==> config.mk <==
export PLATFORM = sky130hd
export DESIGN_NAME = slot_scheduler
export DESIGN_NICKNAME = d
export VERILOG_FILES = /design/src/rtl/slot_scheduler.sv
export SDC_FILE = /design/constraint.sdc
export NUM_CORES = 1
export LEC_CHECK = 0
export CAP_MARGIN = 20
export CORE_AREA = 2 2 39 41
export CTS_CLUSTER_DIAMETER = 40
export DETAILED_ROUTE_END_ITERATION = 6
export DIE_AREA = 0 0 41 43
export DONT_BUFFER_PORTS = 1
export PLACE_DENSITY = 0.79
export SLEW_MARGIN = 25
export SYNTH_ARGS = -nofsm -noshare
export SYNTH_HDL_FRONTEND = slang
export SYNTH_SLANG_ARGS = --single-unit
==> constraint.sdc <==
create_clock -name clk -period 5.23 [get_ports clk]
set_clock_uncertainty 0.05 [all_clocks]
set_input_delay 1.569 -clock clk [delete_from_list [all_inputs] [get_ports clk]]
set_output_delay 1.569 -clock clk [all_outputs]
set_load 0.01 [all_outputs]
==> src/rtl/slot_scheduler.sv <==
// Round-robin slot scheduler: grants one requester at a time for at most SLOT
// enabled cycles, then inserts a one-cycle gap before re-arbitrating.
module slot_scheduler #(
    parameter int N_REQ = 4,
    parameter int SLOT  = 8,
    parameter int WIDTH = (SLOT > 1) ? $clog2(SLOT) : 1,
    parameter int IDW   = $clog2(N_REQ)
) (
    input  logic             clk,
    input  logic             rst,
    input  logic             ce,
    input  logic [N_REQ-1:0] req,
    output logic [N_REQ-1:0] gnt,
    output logic [IDW-1:0]   gnt_id,
    output logic             busy,
    output logic [WIDTH-1:0] slot_cnt,
    output logic             expire
);

    typedef enum logic [1:0] {
        IDLE  = 2'd0,
        GRANT = 2'd1,
        GAP   = 2'd2
    } state_t;

    localparam logic [WIDTH-1:0] SLOT_LAST = WIDTH'(SLOT - 1);
    localparam logic [IDW-1:0]   ID_LAST   = IDW'(N_REQ - 1);

    state_t             state_q, state_d;
    logic [IDW-1:0]     ptr_q, ptr_d;
    logic [WIDTH-1:0]   slot_cnt_q, slot_cnt_d;
    logic [N_REQ-1:0]   gnt_q, gnt_d;
    logic [IDW-1:0]     gnt_id_q, gnt_id_d;
    logic               expire_q, expire_d;

    logic               win_found;
    logic [IDW-1:0]     win_idx;
    logic [IDW-1:0]     ptr_after_owner;

    // Returns {found, index} of the first set request at or above ptr, wrapping.
    function automatic logic [IDW:0] rr_pick(input logic [IDW-1:0] ptr,
                                             input logic [N_REQ-1:0] r);
        logic [IDW:0] result;
        int idx;
        result = '0;
        for (int k = 0; k < N_REQ; k++) begin
            idx = int'(ptr) + k;
            if (idx >= N_REQ) begin
                idx = idx - N_REQ;
            end
            if (!result[IDW] && r[IDW'(idx)]) begin
                result = {1'b1, IDW'(idx)};
            end
        end
        return result;
    endfunction

    always_comb begin
        {win_found, win_idx} = rr_pick(ptr_q, req);
        ptr_after_owner = (gnt_id_q == ID_LAST) ? '0 : gnt_id_q + 1'b1;
    end

    always_comb begin
        state_d    = state_q;
        ptr_d      = ptr_q;
        slot_cnt_d = slot_cnt_q;
        gnt_d      = gnt_q;
        gnt_id_d   = gnt_id_q;
        expire_d   = 1'b0;
        if (ce) begin
            case (state_q)
                IDLE, GAP: begin
                    if (win_found) begin
                        state_d         = GRANT;
                        gnt_d           = '0;
                        gnt_d[win_idx]  = 1'b1;
                        gnt_id_d        = win_idx;
                        slot_cnt_d      = '0;
                    end else begin
                        state_d = IDLE;
                    end
                end
                GRANT: begin
                    // A dropped request wins over a coincident timeout, so no expire.
                    if (!req[gnt_id_q] || slot_cnt_q == SLOT_LAST) begin
                        state_d    = GAP;
                        gnt_d      = '0;
                        ptr_d      = ptr_after_owner;
                        slot_cnt_d = '0;
                        expire_d   = req[gnt_id_q];
                    end else begin
                        slot_cnt_d = slot_cnt_q + 1'b1;
                    end
                end
                default: begin
                    state_d    = IDLE;
                    gnt_d      = '0;
                    slot_cnt_d = '0;
                end
            endcase
        end
    end

    always_ff @(posedge clk or negedge rst) begin
        if (!rst) begin
            state_q    <= IDLE;
            ptr_q      <= '0;
            slot_cnt_q <= '0;
            gnt_q      <= '0;
            gnt_id_q   <= '0;
            expire_q   <= 1'b0;
        end else begin
            state_q    <= state_d;
            ptr_q      <= ptr_d;
            slot_cnt_q <= slot_cnt_d;
            gnt_q      <= gnt_d;
            gnt_id_q   <= gnt_id_d;
            expire_q   <= expire_d;
        end
    end

    assign gnt      = gnt_q;
    assign gnt_id   = gnt_id_q;
    assign busy     = (state_q == GRANT);
    assign slot_cnt = slot_cnt_q;
    assign expire   = expire_q;

endmodule

==> run_results.csv <==
group,metric,value,unit
status,status,"completed",
synth,synth_area,734,um2
finish,nNetsFinal,80,
route,antenna_left,0,
synth,synth_top_area_share,47.7,%
floorplan,dieWidth,41,um
floorplan,core_area,1380,um2
clocking,numCtsBuffers,3,
timing,min_period,2.77,ns
clocking,cts_root_buf,"clkbuf_4",
route,wire_per_inst,16.7,um
route,drt-initial-drc-count,16,
clocking,cts_resized,0,
synth,yosys_register_bits,14,
clocking,cts_hold_buf,0,
synth,synthTopCellsByCount,"14 x dfrtp_1, 7 x nor2_1, 5 x nand2_1",
clocking,htreeDepth,1,
clocking,cts_setup_buffers,0,
synth,async_flop_share,100,%
global_routing,grt-busiest-layer,"met2",
timing,rsz0062_at_grt,"false",
synth,syn-num-nets,76,
route,finalWirelength,1400,um
placed_design,io_buffer_count,0,
clocking,clk_latency,0.27,ns
critical_path,end_kind,"flop",
synth,postSynthCellCount,66,
synth,synth_cell_types,26,
timing,hold_violations,0,
placed_design,gp_congestion,0.780,
global_routing,grt_pass1_wl,2390,um
critical_path,start_kind,"input pin",
critical_path,critPathKind,"input pin to flop",
route,drt-pass1-iter-count,4,
critical_path,r2r_cells,3,
clocking,clk_path_buf_depth,2,
global_routing,grt.overflow.total,0,
finish,finish.instance_area,773,um2
pwr,intPower,0.000248,W
critical_path,arrival,2.88,ns
global_routing,use_met3,5.76,%
global_routing,grt_usage,20.7,%
timing,max-slew-margin-rel,48.4,%
critical_path,crit_start,"req[3]",
run,max-cap-violations,0,
finish,drive_gt1_share,11.8,%
placed_design,dp_cells,81,
min_path,min_from,"state_q[0]",
global_routing,grt_max_degree,15,
global_routing,grt_util_met1,21.5,%
pwr,comb_power_share,34.7,%
finish,n_antenna_cell,0,
finish,instances_no_fill,84,
timing,setup_tns,0,ns
pwr,seq_power_share,51.2,%
pwr,power_density,539,nW/um2
synth,synthTopCellsByArea,"dfrtp_1 48%, ha_1 5.1%, a2111oi_4 3.7%",
global_routing,antenna_found_initial,0,
timing,slew_viol_final,0,
min_path,hp-class,"flop to flop",
critical_path,slowest_stage,"mux4_2",
floorplan,dieArea,1760,um2
pwr,switchingPower,0.000169,W
pwr,p_leak,0.356,nW
timing,whs,0.506,ns
critical_path,cp.required,5.34,ns
timing,setup_violations,0,
clocking,path_clk_slew,0.07,ns
critical_path,r2r-start,"gnt_id[0]",
route,routed_via_density,6.63,
clocking,cts_tree,"built",
critical_path,slowest_delay,0.52,ns
critical_path,crit_fanout,7,
timing,timing.fmax,0.361,GHz
floorplan,die_h,43,um
critical_path,r2r_slack,3.18,ns
global_routing,grt_use_met2,33.1,%
synth,synth_area_leader_cell,"dfrtp_1",
finish,area.growth.synth_to_final,5.28,%
critical_path,crit_chain,"mux4_2, a2111oi_4, mux2_1",
synth,synth.most_common_cell,"dfrtp_1",
global_routing,grt_pass1_vias,601,
pwr,power_frac_clock,14.2,%
route,drc,0,
placed_design,placed_cell_area,751,um2
floorplan,fp-row-count,14,
synth,synth_flop_cell,"dfrtp_1",
synth,synth-edff-count,0,
timing,max_slew.worst_pin.slew,0.768,ns
pwr,vdd_drop_max,0.223,mV
synth,yosysSeqAreaShare,47.7,%
floorplan,ios,18,
route,num_vias,557,
clocking,clock-sinks,14,
min_path,hold_depth,2,
placed_design,place_ws,2.16,ns
timing,setup_ws,2.46,ns
synth,yosys_warnings,0,
floorplan,start_util,53.1,%
synth,syn_avg_cell_area,11.1,um2
timing,period_share,53.0,%
pwr,switching_share,40.6,%
[worst max-delay path: cells and delay by family]
family / cells / cell delay, ns
AO/OA/AOI/OAI: 1 / 0.43
multiplexers: 2 / 0.88
[final timing paths]
path                               end
max in group asynchronous  slot_cnt[1]
hold reg to reg             state_q[0]
hold / removal              state_q[0]
setup / recovery              ptr_q[0]
setup reg to reg              ptr_q[0]
min in group asynchronous       gnt[0]
[kinds of logic (layout without fill, tap and decap cells)]
logic type / count (synthesis) / after routing / synth area share (%)
AOI/OAI and AO/OA: 18 / 18 / 20.3
and+or+nand+nor: 20 / 20 / 13.8
DFF: 14 / 14 / 47.7
adders and majority gates: 3 / 3 / 5.11
muxes: 6 / 6 / 10.6
buffers and inverters: 5 / 7 / 2.55
[metal layers]
| metal | share of wire (%) | routed length (um) | vias up |
|---|---|---|---|
| met2 | 54 | 749 | 23 |
| met5 | 0 | 0 | - |
| met1 | 38 | 537 | 279 |
| met3 | 5.9 | 83 | 4 |
| li1 | - | - | 251 |
| met4 | 2.1 | 29 | 0 |
[per-stage QoR]
stage | total power [W] | util [%]
after global routing | 0.000450 | 55.9
after detailed placement | 0.000361 | 54.2
after CTS | 0.000420 | 55.9
after global placement | 0.000349 | 54.2
after floorplan | 0.000324 | -
final | 0.000417 | 55.9
[cell usage in the layout (no fill, tap or decap), drive strengths merged]
cell     Yosys  layout
a22o         2       2
mux2i        1       1
and4         1       1
clkbuf       1       3
nor4         1       1
mux2         4       4
a221o        1       1
a32o         2       2
nor3         1       1
nor3b        2       2
nor2         7       7
a21o         2       2
mux4         1       1
nand3b       1       1
inv          4       4
dfrtp       14      14
a21oi        2       2
a2111oi      1       1
nand2        5       5
o21ai        5       5
a211oi       2       2
a211o        1       1
nand2b       2       2
ha           3       3
[layout make-up]
class,count,area [um2]
Fill cell,107,611
Multi-Input combinational cell,47,365
Sequential cell,14,350
Clock buffer,3,22.5
Tap cell,16,20.0
Inverter,4,15.0
[power groups by stage]
stage	combinational [W]	clock [W]	sequential [W]
after floorplan	0.000127	0	0.000197
after global placement	0.000138	0	0.000211
after detailed placement	0.000145	0	0.000216
after CTS	0.000146	0.0000603	0.000214
after global routing	0.000163	0.0000655	0.000221
final	0.000145	0.0000591	0.000213
[sequential cells by signal (all words and copies together), names as in the netlist]
| signal | flops |
|---|---|
| gnt | 4 |
| slot_cnt | 3 |
| state_q | 2 |
| ptr_q | 2 |
| gnt_id | 2 |
| expire | 1 |
No activity file was read; power rests on OpenSTA's default activity.
